--- config.mk ---
export PLATFORM = sky130hd
export DESIGN_NAME = timer_irq_ctrl
export DESIGN_NICKNAME = d
export VERILOG_FILES = /design/src/rtl/timer_pkg.sv /design/src/rtl/timer_irq_ctrl.sv
export SDC_FILE = /design/constraint.sdc
export NUM_CORES = 1
export LEC_CHECK = 0
export ABC_AREA = 1
export CAP_MARGIN = 20
export CORE_MARGIN = 1
export CORE_UTILIZATION = 34
export DETAILED_ROUTE_END_ITERATION = 6
export PLACE_DENSITY = 0.64
export SLEW_MARGIN = 20
export SYNTH_ARGS = -nofsm -noshare
export SYNTH_HDL_FRONTEND = slang
export SYNTH_SLANG_ARGS = --single-unit
--- constraint.sdc ---
create_clock -name i_clk -period 7.49 [get_ports i_clk]
set_input_delay 1.8725 -clock i_clk [delete_from_list [all_inputs] [get_ports i_clk]]
set_output_delay 1.8725 -clock i_clk [all_outputs]
set_load 0.01 [all_outputs]
--- src/rtl/timer_pkg.sv ---
// Shared definitions for the millisecond timer: register map, bit positions,
// FSM state type and the saturating 64-bit add used for deadlines.
package timer_pkg;

  localparam logic [2:0] ADDR_CTRL   = 3'd0;
  localparam logic [2:0] ADDR_PER_LO = 3'd1;
  localparam logic [2:0] ADDR_PER_HI = 3'd2;
  localparam logic [2:0] ADDR_STATUS = 3'd3;
  localparam logic [2:0] ADDR_NOW_LO = 3'd4;
  localparam logic [2:0] ADDR_NOW_HI = 3'd5;

  localparam int CTRL_EN       = 0;
  localparam int CTRL_PERIODIC = 1;
  localparam int CTRL_IE       = 2;

  localparam int STATUS_PEND  = 0;
  localparam int STATUS_ARMED = 1;

  typedef enum logic [0:0] {
    IDLE  = 1'b0,
    ARMED = 1'b1
  } timer_state_e;

  typedef logic [63:0] ms_t;

  // Clamps to all-ones so a huge period parks the deadline instead of wrapping into the past.
  function automatic ms_t sat_add64(ms_t a, ms_t b);
    logic [64:0] sum;
    sum = {1'b0, a} + {1'b0, b};
    return sum[64] ? '1 : sum[63:0];
  endfunction

endpackage

--- src/rtl/timer_irq_ctrl.sv ---
// Programmable ms timer with one-shot/periodic expiry, level interrupt and a
// word-addressed register port including a tear-free 64-bit NOW read.
module timer_irq_ctrl
  import timer_pkg::*;
(
  input  logic        i_clk,
  input  logic        i_rst,
  input  logic [63:0] i_ms_count,
  input  logic        i_we,
  input  logic        i_re,
  input  logic [2:0]  i_addr,
  input  logic [31:0] i_wdata,
  output logic [31:0] o_rdata,
  output logic        o_rvalid,
  output logic        o_irq
);

  timer_state_e state_q, state_d;
  logic [2:0]   ctrl_q, ctrl_d;
  ms_t          per_q, per_d;
  ms_t          deadline_q, deadline_d;
  logic         pend_q, pend_d;
  logic [31:0]  shadow_q, shadow_d;
  logic [31:0]  rdata_q, rdata_d;
  logic         rvalid_q, rvalid_d;

  ms_t  per_eff;
  logic expire;
  logic armed;
  logic unused_wdata;

  assign unused_wdata = ^i_wdata[31:3];
  assign per_eff      = (per_q == '0) ? 64'd1 : per_q;
  assign armed        = (state_q == ARMED);
  assign expire       = armed && (i_ms_count >= deadline_q);

  always_comb begin
    state_d    = state_q;
    ctrl_d     = ctrl_q;
    per_d      = per_q;
    deadline_d = deadline_q;
    pend_d     = pend_q;
    shadow_d   = shadow_q;
    rdata_d    = rdata_q;
    rvalid_d   = i_re;

    if (expire) begin
      pend_d = 1'b1;
      if (ctrl_q[CTRL_PERIODIC]) begin
        deadline_d = sat_add64(deadline_q, per_eff);
      end else begin
        state_d         = IDLE;
        ctrl_d[CTRL_EN] = 1'b0;
      end
    end

    // A CTRL write overrides whatever the expiry logic chose for state and deadline.
    if (i_we) begin
      case (i_addr)
        ADDR_CTRL: begin
          ctrl_d = i_wdata[2:0];
          if (i_wdata[CTRL_EN]) begin
            state_d    = ARMED;
            deadline_d = sat_add64(i_ms_count, per_eff);
          end else begin
            state_d = IDLE;
          end
        end
        ADDR_PER_LO: per_d[31:0]  = i_wdata;
        ADDR_PER_HI: per_d[63:32] = i_wdata;
        ADDR_STATUS: begin
          if (i_wdata[STATUS_PEND] && !expire) pend_d = 1'b0;
        end
        default: ;
      endcase
    end

    // Read mux uses only current register values, so a same-cycle write is not visible.
    if (i_re) begin
      case (i_addr)
        ADDR_CTRL:   rdata_d = {29'd0, ctrl_q};
        ADDR_PER_LO: rdata_d = per_q[31:0];
        ADDR_PER_HI: rdata_d = per_q[63:32];
        ADDR_STATUS: rdata_d = {30'd0, armed, pend_q};
        ADDR_NOW_LO: begin
          rdata_d  = i_ms_count[31:0];
          shadow_d = i_ms_count[63:32];
        end
        ADDR_NOW_HI: rdata_d = shadow_q;
        default:     rdata_d = 32'd0;
      endcase
    end
  end

  always_ff @(posedge i_clk or posedge i_rst) begin
    if (i_rst) begin
      state_q    <= IDLE;
      ctrl_q     <= '0;
      per_q      <= '0;
      deadline_q <= '0;
      pend_q     <= 1'b0;
      shadow_q   <= '0;
      rdata_q    <= '0;
      rvalid_q   <= 1'b0;
    end else begin
      state_q    <= state_d;
      ctrl_q     <= ctrl_d;
      per_q      <= per_d;
      deadline_q <= deadline_d;
      pend_q     <= pend_d;
      shadow_q   <= shadow_d;
      rdata_q    <= rdata_d;
      rvalid_q   <= rvalid_d;
    end
  end

  assign o_rdata  = rdata_q;
  assign o_rvalid = rvalid_q;
  assign o_irq    = pend_q & ctrl_q[CTRL_IE];

endmodule

==> flow_metrics.tcl <==
set metrics [dict create \
    status "finished clean" \
    r2r-end "deadline_q[18]" \
    maxSlewViolCount 0 \
    final_cell_mix "940 x nand2_1, 513 x inv_1, 413 x nor2_1" \
    layout_commonest_cell "nand2_1" \
    ys_ff_latch 198 \
    fin_crit_ns 5.26 \
    dieWidth_um 253 \
    io_buffer_count 136 \
    pin_count 137 \
    tightest_slew_ns 1.06 \
    start_kind "input pin" \
    path_clk_slew_ns 0.08 \
    finalWirelength_um 99400 \
    path_max_fanout 49 \
    tritoncts "yes" \
    routedWlPerCell_um 22.7 \
    clock_sinks 198 \
    fillers 6699 \
    htreeDepth 4 \
    power.total_uw 7980 \
    drv_cap 0 \
    synth_top_area_cell "dfrtp_1" \
    r2r_setup_slack_ns 2.41 \
    area_growth_syn_to_layout_pct 12.5 \
    start_util_pct 34.6 \
    root_buffer "clkbuf_16" \
    synthTopCellsByArea "dfrtp_1 23%, nand2_1 16%, ha_1 9.4%, inv_1 9.0%, nor2_1 7.2%" \
    drt_iter0_drc 2751 \
    fin_nets 3799 \
    antenna_left 0 \
    post_cts_resized 0 \
    die_area_um2 64200 \
    post-route-drc-count 0 \
    leakagePower_uw 0.0121 \
    hold_path_class "reg -> reg" \
    antenna_cells 0 \
    synth-async-reset-ratio_pct 100 \
    hold_viol 0 \
    p_per_area_nw_per_um2 330 \
    seq_area_frac_synth_pct 23.1 \
    grt_max_degree 116 \
    worst_hold_slack_ns 0.508 \
    setup_viol 0 \
    worstReg2RegStart "per_q[61]" \
    first_pass_iters 6 \
    cts_setup_buffers 0 \
    yosys_most_used_dff "dfrtp_1" \
    yosysWarningCount 0 \
    whs_path_depth 1 \
    hold_end "o_rdata[7]" \
    yosysUniqueCellTypes 57 \
    numCtsBuffers 17 \
    synthesis.nets 3739 \
    coreArea_um2 62100 \
    dieHeight_um 253 \
    drive_above_1_share_pct 6.74 \
    synth.cell_area_um2 21500 \
    synth_cells 3474 \
    hold_buffers 0 \
    rows 91 \
    slew_headroom_pct 28.8 \
    insertion_delay_ns 0.52 \
    hpwl_um 83700 \
    viasPerCell 5.37 \
    crit_arrival_ns 5.63 \
    end_kind "register" \
    synth_top_area_share_pct 23.1 \
    synth_edf_count 0 \
    required_ns 7.86 \
    clk_path_buf_depth 2 \
    achievable-frequency_ghz 0.190 \
    via_count 23500 \
    final_core_util_pct 38.9 \
    skew_ns 0.0199 \
    rsz0062_at_grt "no" \
    grt_pass1_vias 21500 \
    antenna_found_initial 1 \
    hold_path_startpoint "o_rdata[7]" \
    grt_pass1_wl_um 142000 \
    reg2regPathDepth 21 \
    postSynthAreaPerCell_um2 6.18 \
    finalCritPeriodShare_pct 70.2 \
    track_usage_pct 30.7 \
    critical_path_class "in -> reg" \
    grt_remaining_overflow 0 \
    fin_setup_tns_ns 0 \
    ir_drop_mv 0.168 \
    place.gp.congestion 1.14 \
]
==> cell families after synthesis <==
family	synth area share [%]
simple gates	33.3
buf+inv	11.6
compound gates	16.7
flops	23.1
fa+ha+maj	9.44
xor+xnor	2.73
mux	3.20
==> registers in the layout (all words and copies together), names as in the netlist <==
name,flops
o_rvalid,1
armed,1
ctrl_q,3
pend_q,1
shadow_q,32
o_rdata,32
deadline_q,64
per_q,64
==> how the worst max path moves through the flow <==
stage / start / endpoint / slack (ns)
2_1_floorplan: i_rst / armed / 0.22
3_5_place_dp: i_ms_count[47] / deadline_q[23] / 1.87
5_1_grt: i_ms_count[47] / deadline_q[23] / 2.09
6_report: i_ms_count[47] / deadline_q[14] / 2.23
3_3_place_gp: i_ms_count[47] / deadline_q[3] / 1.93
4_1_cts: i_ms_count[47] / deadline_q[14] / 2.41
==> stage by stage <==
step | std cells | instance area, um2 | setup slack (ns)
3_3_place_gp | 4352 | 23600 | 1.93
3_5_place_dp | 4352 | 23600 | 1.87
2_1_floorplan | 3474 | 21500 | 0.220
4_1_cts | 4384 | 24200 | 2.41
5_1_grt | 4384 | 24200 | 2.09
6_report | 4384 | 24200 | 2.23
==> area by class of cell <==
type	count	area, um2	share of cell area, %
multi-input combinational	2629	14100	58.2
sequential	198	4950	20.5
inverter	537	2030	8.38
timing repair buffer	151	1480	6.13
tap	837	1050	4.33
clock buffer	19	443	1.83
clock inverter	13	153	0.632
==> where the power goes <==
| group | internal, uW | leakage [uW] | total, uW | switching, uW |
|---|---|---|---|---|
| clock network | 486 | 0.000296 | 1010 | 520 |
| registers | 1370 | 0.00242 | 1880 | 508 |
| logic | 1670 | 0.00943 | 5100 | 3430 |
| total | 3520 | 0.0121 | 7980 | 4460 |
==> metal layers <==
layer / global-route usage, % / share of wire [%]
met4: 14.5 / 4.8
met5: 0 / 0
met2: 44.4 / 41
met1: 42.3 / 44
met3: 7.76 / 11
==> cell usage after synthesis (2+ instances only) <==
cell      instances
a211oi_1          2
a21boi_0         14
a21o_1           13
a21oi_1         284
a21oi_2          27
a22oi_1           2
a31oi_1           9
a32o_1            2
and2_4            2
buf_1             7
buf_2             8
buf_4             5
buf_6             3
clkbuf_1         86
clkinv_1          4
dfrtp_1         198
ha_1            162
inv_1           514
inv_2            18
mux2_2           61
nand2_1         943
nand2_2          23
nand2_4           4
nand3_1         158
nand3_2          14
nand3b_1          4
nand4_1          41
nor2_1          414
nor2_2           16
nor2_4            9
nor3_1           32
nor3_2            3
nor4_1           23
o211ai_1          2
o21a_1           12
o21ai_0         225
o21ai_1           6
o21bai_1         37
o311ai_0          2
or2_2             3
xnor2_1          19
xor2_1           48
==> critical path: stages <==
cell             delay, ns
clkdlybuf4s50_1       0.54
ha_1                  0.37
nand2_1               0.12
nor4_1                0.53
nor3b_2               0.53
nand2_1               0.09
nand3_1               0.14
nand3_2               0.08
buf_4                 0.22
buf_4                 0.33
nor2_4                0.51
nand2_1               0.11
nand2_1               0.10
a21oi_1               0.07
Note: power is estimated with default switching activity, not from simulation.
